## src/rtl/keypad_emulator.sv

```systemverilog
// keypad_emulator: replays queued key codes onto a 4x4 matrix keypad as timed press/release cycles
module keypad_emulator #(
  parameter int DEPTH       = 4,
  parameter int HOLD_CYCLES = 1024,
  parameter int GAP_CYCLES  = 1024
) (
  input  logic                     i_clock,
  input  logic                     i_reset_n,
  input  logic [3:0]               i_key_code,
  input  logic                     i_key_valid,
  output logic                     o_key_ready,
  input  logic                     i_flush,
  input  logic [3:0]               i_col_n,
  output logic [3:0]               o_row_n,
  output logic                     o_pressed,
  output logic [3:0]               o_cur_key,
  output logic                     o_busy,
  output logic [$clog2(DEPTH):0]   o_fifo_count
);
  localparam int AW   = $clog2(DEPTH);
  localparam int CW   = AW + 1;
  localparam int MAXC = HOLD_CYCLES > GAP_CYCLES ? HOLD_CYCLES : GAP_CYCLES;
  localparam int TW   = MAXC > 1 ? $clog2(MAXC) : 1;
  localparam logic [1:0] S_IDLE  = 2'd0;
  localparam logic [1:0] S_PRESS = 2'd1;
  localparam logic [1:0] S_GAP   = 2'd2;
  logic [1:0]    r_state;
  logic [TW-1:0] r_timer;
  logic          r_pressed;
  logic [3:0]    r_cur_key;
  logic [1:0]    r_row;
  logic [1:0]    r_col;
  logic [3:0]    r_mem [DEPTH];
  logic [AW-1:0] r_wptr;
  logic [AW-1:0] r_rptr;
  logic [CW-1:0] r_count;
  logic          w_push;
  logic          w_pop;
  logic          w_hit;
  logic [3:0]    w_head;
  logic [3:0]    w_rc;
  // {row, col} position of each code on the keypad matrix
  function automatic logic [3:0] f_rc(input logic [3:0] k);
    case (k)
      4'd1:    f_rc = {2'd0, 2'd0};
      4'd4:    f_rc = {2'd0, 2'd1};
      4'd7:    f_rc = {2'd0, 2'd2};
      4'd14:   f_rc = {2'd0, 2'd3};
      4'd2:    f_rc = {2'd1, 2'd0};
      4'd5:    f_rc = {2'd1, 2'd1};
      4'd8:    f_rc = {2'd1, 2'd2};
      4'd0:    f_rc = {2'd1, 2'd3};
      4'd3:    f_rc = {2'd2, 2'd0};
      4'd6:    f_rc = {2'd2, 2'd1};
      4'd9:    f_rc = {2'd2, 2'd2};
      4'd15:   f_rc = {2'd2, 2'd3};
      4'd10:   f_rc = {2'd3, 2'd0};
      4'd11:   f_rc = {2'd3, 2'd1};
      4'd12:   f_rc = {2'd3, 2'd2};
      default: f_rc = {2'd3, 2'd3};
    endcase
  endfunction
  assign o_key_ready  = r_count != CW'(DEPTH);
  assign w_push       = i_key_valid && o_key_ready && !i_flush;
  assign w_pop        = r_state == S_IDLE && r_count != '0 && !i_flush;
  assign w_head       = r_mem[r_rptr];
  assign w_rc         = f_rc(w_head);
  assign w_hit        = r_pressed && !i_col_n[r_col];
  assign o_row_n      = ~({3'b000, w_hit} << r_row);
  assign o_pressed    = r_pressed;
  assign o_cur_key    = r_cur_key;
  assign o_busy       = r_state != S_IDLE || r_count != '0;
  assign o_fifo_count = r_count;
  always_ff @(posedge i_clock)
    if (w_push) r_mem[r_wptr] <= i_key_code;
  always_ff @(posedge i_clock or negedge i_reset_n) begin
    if (!i_reset_n) begin
      r_state   <= S_IDLE;
      r_timer   <= '0;
      r_pressed <= 1'b0;
      r_cur_key <= 4'd0;
      r_row     <= 2'd0;
      r_col     <= 2'd0;
      r_wptr    <= '0;
      r_rptr    <= '0;
      r_count   <= '0;
    end else if (i_flush) begin
      r_state   <= S_IDLE;
      r_timer   <= '0;
      r_pressed <= 1'b0;
      r_wptr    <= '0;
      r_rptr    <= '0;
      r_count   <= '0;
    end else begin
      if (w_push) r_wptr <= r_wptr + AW'(1);
      if (w_pop) r_rptr <= r_rptr + AW'(1);
      r_count <= r_count + CW'(w_push) - CW'(w_pop);
      case (r_state)
        S_IDLE:
          if (w_pop) begin
            r_cur_key      <= w_head;
            {r_row, r_col} <= w_rc;
            r_timer        <= TW'(HOLD_CYCLES - 1);
            r_pressed      <= 1'b1;
            r_state        <= S_PRESS;
          end
        S_PRESS:
          if (r_timer == '0) begin
            r_pressed <= 1'b0;
            r_timer   <= TW'(GAP_CYCLES - 1);
            r_state   <= S_GAP;
          end else r_timer <= r_timer - TW'(1);
        S_GAP:
          if (r_timer == '0) r_state <= S_IDLE;
          else r_timer <= r_timer - TW'(1);
        default: r_state <= S_IDLE;
      endcase
    end
  end
endmodule
```

## config.mk

```make
export PLATFORM = sky130hd
export DESIGN_NAME = keypad_emulator
export DESIGN_NICKNAME = d
export VERILOG_FILES = /design/src/rtl/keypad_emulator.sv
export SDC_FILE = /design/constraint.sdc
export NUM_CORES = 1
export LEC_CHECK = 0
export CAP_MARGIN = 20
export CORE_ASPECT_RATIO = 1.75
export CORE_MARGIN = 2
export CORE_UTILIZATION = 51
export CTS_CLUSTER_DIAMETER = 60
export DETAILED_ROUTE_END_ITERATION = 6
export HOLD_SLACK_MARGIN = 0.1
export PLACE_DENSITY = 0.88
export SLEW_MARGIN = 20
export SYNTH_ARGS = -nofsm -noshare
export SYNTH_HDL_FRONTEND = slang
export SYNTH_SLANG_ARGS = --single-unit
export TNS_END_PERCENT = 100
```

## constraint.sdc

```tcl
create_clock -name i_clock -period 2.44 [get_ports i_clock]
set_input_delay 0.732 -clock i_clock [delete_from_list [all_inputs] [get_ports i_clock]]
set_output_delay 0.732 -clock i_clock [all_outputs]
set_load 0.1 [all_outputs]
```

==> results of run 1 <==
layout by cell type, fill, tap and decap left out, types with 3 or more instances in the layout:
cell | Yosys | layout
buf_12 | 0 | 6
dfrtp_4 | 0 | 3
nor2b_1 | 4 | 4
inv_1 | 19 | 18
edfxtp_1 | 16 | 16
nor2_1 | 13 | 10
dfrtp_1 | 28 | 25
o21ai_0 | 8 | 8
buf_4 | 1 | 27
o221ai_1 | 3 | 3
clkdlybuf4s50_1 | 0 | 7
and4_1 | 4 | 4
ha_1 | 11 | 10
and2_1 | 7 | 7
a21oi_1 | 9 | 9
a221o_1 | 3 | 3
nand3_1 | 9 | 8
nor3_1 | 5 | 5
clkbuf_8 | 0 | 5
xnor2_1 | 3 | 3
nand2_4 | 0 | 3
a21o_1 | 3 | 3
nand2_1 | 30 | 27
mux4_2 | 5 | 5
buf_6 | 1 | 4
synth_stat cells (3+ instances only):
cell type / number
o21ai_0: 8
nand2_1: 30
nor2b_1: 4
nor2_1: 13
a21o_1: 3
inv_1: 19
nand3_1: 9
xnor2_1: 3
mux4_2: 5
o221ai_1: 3
and2_1: 7
dfrtp_1: 28
a221o_1: 3
a21oi_1: 9
nand2b_1: 3
ha_1: 11
edfxtp_1: 16
and4_1: 4
nor3_1: 5
state kept, by name, summed over array words and instances, names as in the netlist:
register / cells
o_cur_key: 4
r_wptr: 2
o_pressed: 1
r_state: 2
r_timer: 10
r_rptr: 2
o_fifo_count: 3
r_col: 2
r_mem: 16
r_row: 2
what timing repair did:
action,4_1_cts,5_1_grt
setup buffers,2,0
setup endpoints to repair,5,5
hold buffers,0,0
resized for setup,18,5
pin swaps,1,2
cloned,0,0
kinds of logic (layout without fill, tap and decap cells):
| group | count (synthesis) | in the layout | share of synthesized area |
|---|---|---|---|
| AOI/OAI and AO/OA | 46 | 46 | 0.139 |
| xor gates and xnor gates | 5 | 5 | 0.0181 |
| adders and majority gates | 12 | 12 | 0.0650 |
| buffers and inverters | 23 | 71 | 0.0403 |
| DFF | 44 | 44 | 0.487 |
| muxes | 6 | 6 | 0.0506 |
| and+or+nand+nor | 90 | 90 | 0.200 |
per-stage QoR:
stage | instance area, um2 | TNS (ps)
finish | 3110 | -837
global route | 3110 | -920
CTS | 3090 | -871
detailed placement | 2950 | -2670
global placement | 2950 | -2550
floorplan | 2490 | -400
worst max-delay path by stage:
stage               startpoint         endpoint  cells past startpoint
5_1_grt             i_col_n[3]       o_row_n[0]                      5
3_5_place_dp        i_col_n[3]       o_row_n[0]                      5
2_1_floorplan  o_fifo_count[0]  o_fifo_count[2]                     11
4_1_cts             i_col_n[3]       o_row_n[0]                      5
6_report            i_col_n[3]       o_row_n[0]                      5
3_3_place_gp        i_col_n[1]       o_row_n[0]                      5
worst min-delay path, stage by stage, from the launching register on:
cell and delay [ps]:
dfrtp_1 360, nand2_1 50, o31ai_1 50
cell type report:
type / instances / area share
timing repair buffer: 44 / 0.141
inverter: 19 / 0.0237
multi-input combinational: 159 / 0.394
clock buffer: 5 / 0.0221
clock inverter: 3 / 0.0149
tap: 52 / 0.0209
sequential: 44 / 0.383
per-layer routing:
metal | global-route usage | wire length, um
met1 | 0.213 | 1840
met4 | 0.149 | 249
met2 | 0.401 | 2940
met5 | 0 | 0
met3 | 0.0461 | 164
==> qor.yml, run 1 <==
yosysSeqAreaShare: 0.487
wl_per_cell_um: 15.9
whs_ps: 492
cts_max_level: 2
initial_core_util: 0.524
regToRegSetupSlack_ps: 190
pre_cts_ws_ps: -573
gp_congestion: 0.876
drt_first_pass_iters: 4
n_antenna_cell: 0
fin_crit_sh: 1.10
cts_tree: "built"
path_buf_inv: 2
crit_path_max_fanout: 3
core_area_um2: 4620
nets: 297
overflow: 0
worstSetupStartpointType: "input port"
root_buffer: "clkbuf_8"
r2r_cells: 6
antenna_found_initial: 0
whs_path_depth: 2
synth.top_cell.area_share: 0.289
synthCells: 226
rsz0062_at_grt: "yes"
worstSetupPathType: "in2out"
hpwl_mm: 3.99
hold_end: "r_col[1]"
port_buffers: 25
drtIter0Drc: 29
fillCellCount: 350
finalSetupViolCount: 4
via_per_inst: 5.90
finalWorstSetupSlack_ps: -247
ioPinCount: 26
async_reset_ff_frac: 0.636
slew_violations: 0
r2r-start: "r_timer[0]"
layoutNonFillerInstCount: 326
post-route-drc-count: 0
routed_wl_mm: 5.19
fmax_mhz: 372
ys.flop_type: "dfrtp_1"
cpPeakStageDelay_ps: 450
syn_nets: 250
clk_pin_slew_worst_paths_ps: 90
avgSynthCellArea_um2: 10.7
worst_pin_slew_ps: 646
cap_viol_max_count: 0
placed_cells: 316
final_util: 0.673
grtUsageTotal: 0.217
syn2layout_area_growth_pct: 28.3
clock_sinks: 44
fin_crit_ps: 2690
r2r-end: "r_timer[9]"
rows: 33
cts_buffer_depth: 2
grt_pass1_vias: 2036
drive_above_1_share: 0.277
synth_warnings: 0
violations: "setup timing"
endpoint_kind: "primary output"
yosysUniqueCellTypes: 51
critPathArrivalTime_ps: 1960
dr_total_vias: 1925
hold_viol_final: 0
grt_max_degree: 29
synthesis.area_um2: 2420
synth_top_area_cell: "dfrtp_1"
die_w_um: 56.1
numCtsBuffers: 5
crit_chain: "buf_6, mux4_2, nand2b_4, or3_4, buf_12"
critPathTopFamily: "simple AND/OR/NAND/NOR gates"
fp.dieH_um: 95.2
maxSlewHeadroom: 0.564
grt_pass1_wl_mm: 8.95
drtAntennaViolNets: 0
synth-seq-cells: 44
synth_area_leaders: "dfrtp_1 (29%), edfxtp_1 (20%), ha_1 (5.7%)"
skew_ps: 6.02
seq_area_um2: 1190
dieArea_um2: 5340
multi_input_area_um2: 1230
outcome: "finished, violations left"
cp_slowest_cell: "mux4_2"
min_from: "r_col[1]"
hold_class: "reg2reg"
required_ps: 1710
clock_latency_ps: 310
synth_edf_count: 16
Power of run 1 is left out: the tool's default activity adds up to more than one toggle a clock period on the data nets, which glitch-free logic cannot reach.
==> run 2: changes to the inputs <==
--- a/config.mk
+++ b/config.mk
@@ -8,11 +8,11 @@
 export CAP_MARGIN = 20
 export CORE_ASPECT_RATIO = 1.75
 export CORE_MARGIN = 2
-export CORE_UTILIZATION = 51
+export CORE_UTILIZATION = 60
 export CTS_CLUSTER_DIAMETER = 60
 export DETAILED_ROUTE_END_ITERATION = 6
 export HOLD_SLACK_MARGIN = 0.1
-export PLACE_DENSITY = 0.88
+export PLACE_DENSITY = 0.95
 export SLEW_MARGIN = 20
 export SYNTH_ARGS = -nofsm -noshare
 export SYNTH_HDL_FRONTEND = slang
==> constraint.sdc (replaced) <==
create_clock -name i_clock -period 3.5 [get_ports i_clock]
set_input_delay 1.05 -clock i_clock [delete_from_list [all_inputs] [get_ports i_clock]]
set_output_delay 1.05 -clock i_clock [all_outputs]
set_load 0.1 [all_outputs]
==> run 2 against run 1 <==
  * The run now ends clean
  * Wire length grew 0.83%
  * Utilization grew 7.6 points
  * Die area shrank 14%
  * Clock skew shrank 0.85 ps
  * Critical path depth is the same
  * Register-to-register slack gained 790 ps
  * Highest routed layer unchanged
==> qor.yml, run 2 (synthesis gave the netlist of run 1 again) <==
fin_crit_sh: 0.971
routed.top_layer: "met4"
gp_congestion: 0.985
grt_pass1_wl_mm: 8.94
wl_per_cell_um: 17.0
largest_register: "r_mem"
post-route-drc-count: 0
clk_pin_slew_worst_paths_ps: 90
initial_core_util: 0.627
via_per_inst: 6.16
worst_pin_slew_ps: 679
drt_first_pass_iters: 4
worstSetupPathType: "in2out"
min_from: "o_cur_key[1]"
cts_max_level: 2
cts_tree: "built"
cts_hold_buf: 0
n_antenna_cell: 0
fp.dieH_um: 88.1
grt_max_degree: 29
antenna_found_initial: 0
critPathArrivalTime_ps: 2350
wl_met3_um: 211
route.met2.wl_mm: 2.93
numCtsBuffers: 5
syn2layout_area_growth_pct: 19.4
slew_violations: 0
clock_latency_ps: 310
ioPinCount: 26
root_buffer: "clkbuf_8"
final_cell_mix: "nand2_1 (30), dfrtp_1 (28), inv_1 (19)"
worstSetupStartpointType: "input port"
routed_wl_mm: 5.24
hold_viol_final: 0
final_common_cell: "nand2_1"
regToRegSetupSlack_ps: 980
finalSetupViolCount: 0
cts_buffer_depth: 2
hold_class: "reg2reg"
grtUsageTotal: 0.267
drtAntennaViolNets: 0
grt_pass1_vias: 1923
post_cts_buffers: 0
r2r-end: "o_fifo_count[2]"
fmax_mhz: 294
overflow: 0
nets: 283
cap_viol_max_count: 0
drtIter0Drc: 86
clock_sinks: 44
drt-met1-wl_mm: 1.91
endpoint_kind: "primary output"
fin_crit_ps: 3400
rsz0062_at_grt: "no"
crit_path_max_fanout: 2
r2r-start: "o_fifo_count[1]"
maxSlewHeadroom: 0.542
largest_reg_flops: 16
drive_above_1_share: 0.177
hold_end: "o_cur_key[1]"
rows: 30
dr_total_vias: 1898
hpwl_mm: 3.81
port_buffers: 25
outcome: "finished clean"
skew_ps: 5.16
required_ps: 2450
dieArea_um2: 4580
die_w_um: 52.0
whs_path_depth: 2
r2r_cells: 11
core_area_um2: 3870
final_util: 0.748
==> run 2: cell count changes in the layout (fill, tap and decap cells not counted), sizes merged <==
cell           before  now
clkdlybuf4s15       0    4
buf                37   19
==> run 2: cell type report <==
type	count	area, um2
flip-flops and latches	44	1180
inverters	19	71.3
clock buffers	5	68.8
fillers	247	973
clock inverters	3	46.3
well taps	48	60.1
multi-input cells	159	1160
repair buffers	30	303
==> run 2: worst max path at each step <==
stage,end,slack [ps],startpoint
after floorplan,o_row_n[0],40,i_col_n[3]
after global placement,o_row_n[0],-140,i_col_n[3]
after detailed placement,o_row_n[0],-180,i_col_n[3]
after CTS,o_row_n[0],40,i_col_n[3]
after global routing,o_row_n[2],30,i_col_n[3]
final,o_row_n[0],100,i_col_n[3]
==> run 2: critical path: stages <==
cell,delay (ps)
clkdlybuf4s15_1,160
mux4_2,460
nand2b_4,160
or3_4,340
buf_12,170
==> run 2: stage by stage <==
step	cells	area [um2]	setup TNS, ps	hold slack (ps)	worst slack (ps)
after floorplan	226	2430	0	456	38.1
after global placement	300	2770	-405	464	-145
after detailed placement	300	2770	-566	475	-182
after CTS	308	2890	0	505	43.8
after global routing	308	2890	0	533	29.4
final	308	2890	0	501	102
==> run 2: layer usage <==
layer,vias up,track usage
met3,16,0.0529
met4,0,0.144
li1,890,-
met2,65,0.472
met1,927,0.293
met5,-,0
==> run 2: timing repair <==
action,CTS,global route
pin swaps,1,1
cloned,0,0
resized for setup,10,0
endpoints found under the setup margin,4,1
Power of run 2 is left out for the same reason.
==> run 3: changes to the inputs <==
--- a/config.mk
+++ b/config.mk
@@ -7,12 +7,12 @@
 export LEC_CHECK = 0
 export CAP_MARGIN = 20
 export CORE_ASPECT_RATIO = 1.75
-export CORE_MARGIN = 2
 export CORE_UTILIZATION = 60
 export CTS_CLUSTER_DIAMETER = 60
 export DETAILED_ROUTE_END_ITERATION = 6
 export HOLD_SLACK_MARGIN = 0.1
 export PLACE_DENSITY = 0.95
+export RECOVER_POWER = 100
 export SLEW_MARGIN = 20
 export SYNTH_ARGS = -nofsm -noshare
 export SYNTH_HDL_FRONTEND = slang
==> run 3 against run 2 <==
  * The run now ends with capacitance limit, slew limit left
  * Worst hold slack lost 15 ps
  * Worst setup slack lost 79 ps
  * Critical path depth is the same
  * Non-clock buffer count is the same
  * Utilization shrank 1.9 points
  * Sequential share of layout area grew 1.1 points
==> qor.yml, run 3 (synthesis gave the netlist of run 1 again) <==
antenna_found_initial: 0
maxSlewHeadroom: -0.0523
violations: "capacitance limit, slew limit"
cts_tree: "built"
core_area_um2: 3870
nets: 283
cpPeakStageDelay_ps: 460
hold_viol_final: 0
dr_total_vias: 1898
outcome: "finished, violations left"
grt_max_degree: 29
whs_ps: 486
dieArea_um2: 4310
syn2layout_area_growth_pct: 16.4
drtIter0Drc: 47
clock_latency_ps: 310
post-route-drc-count: 0
rsz0062_at_grt: "no"
largest_reg_flops: 16
clk_pin_slew_worst_paths_ps: 80
hold_end: "o_cur_key[0]"
crit_path_max_fanout: 2
finalSetupViolCount: 0
r2r-end: "r_timer[4]"
cts_buffer_depth: 2
cap_viol_max_count: 1
crit_chain: "dlygate4sd2_1, mux4_2, nand2b_4, or3_4, buf_12"
hold_class: "reg2reg"
hpwl_mm: 3.85
via_per_inst: 6.16
final_util: 0.729
pre_cts_ws_ps: -165
grtUsageTotal: 0.290
finalWorstSetupSlack_ps: 22.3
port_buffers: 25
fin_crit_ps: 3480
drt_first_pass_iters: 6
skew_ps: 5.44
final_cell_mix: "nand2_1 (30), dfrtp_1 (28), inv_1 (19)"
grt_pass1_wl_mm: 9.07
cp-startpoint: "i_col_n[3]"
gp_congestion: 0.945
clock_sinks: 44
post_cts_buffers: 0
cts_max_level: 2
required_ps: 2450
r2r_cells: 6
ioPinCount: 26
final_common_cell: "nand2_1"
wl_per_cell_um: 18.0
whs_path_depth: 2
worst_pin_slew_ps: 1580
fin_crit_sh: 0.994
worstSetupStartpointType: "input port"
die_w_um: 50.0
regToRegSetupSlack_ps: 740
root_buffer: "clkbuf_8"
grt_pass1_vias: 1933
endpoint_kind: "primary output"
overflow: 0
min_from: "o_cur_key[0]"
routed_wl_mm: 5.54
initial_core_util: 0.627
drive_above_1_share: 0.127
numCtsBuffers: 5
fmax_mhz: 288
r2r-start: "r_timer[0]"
drtAntennaViolNets: 0
fp.dieH_um: 86.1
largest_register: "r_mem"
slew_violations: 29
worstSetupPathType: "in2out"
n_antenna_cell: 0
cp_slowest_cell: "mux4_2"
rows: 30
cts_hold_buf: 0
critPathArrivalTime_ps: 2430
==> run 3: changes by cell type in the layout (fill, tap and decap cells not counted), sizes merged, moves of 2 or more <==
cell,previous run,this run
buf,19,6
clkbuf,5,18
clkdlybuf4s50,7,1
dlygate4sd3,0,6
clkdlybuf4s15,4,0
dlygate4sd2,0,4
clkinv,0,2
==> run 3: metrics by stage <==
| stage | cell area, um2 | setup TNS [ps] | cells |
|---|---|---|---|
| final | 2820 | 0 | 308 |
| after global routing | 2820 | 0 | 308 |
| after CTS | 2890 | 0 | 308 |
| after detailed placement | 2770 | -502 | 300 |
| after global placement | 2770 | -399 | 300 |
| after floorplan | 2430 | 0 | 226 |
==> run 3: worst max path at each step <==
stage	to	slack, ps	cells past startpoint
2_1_floorplan	o_row_n[0]	40	3
3_3_place_gp	o_row_n[0]	-140	5
3_5_place_dp	o_row_n[0]	-160	5
4_1_cts	o_row_n[0]	4	5
5_1_grt	o_row_n[2]	2	7
6_report	o_row_n[0]	20	5
==> run 3: worst max-delay path: cells and delay by family <==
kind / cells / cell delay, ps
buf+inv: 2 / 410
simple gates: 2 / 510
mux: 1 / 460
==> run 3: layout make-up <==
type | instances | area (um2)
multi-input combinational | 159 | 1150
clock buffer | 5 | 68.8
timing repair buffer | 30 | 238
sequential | 44 | 1180
tap | 48 | 60.1
clock inverter | 3 | 47.5
inverter | 19 | 71.3
fill | 282 | 1050
==> run 3: per-layer routing <==
metal	up-vias	GRT usage	wire, um
met4	0	0.151	124
met2	77	0.515	3140
met3	11	0.0426	255
met5	-	0	0
li1	885	-	-
met1	925	0.325	2030
==> run 3: what timing repair did <==
| action | CTS | global route |
|---|---|---|
| resized for setup | 6 | 0 |
| cloned | 0 | 0 |
| pin swaps | 1 | 1 |
| setup endpoints to repair | 4 | 1 |
Power of run 3 is left out for the same reason.
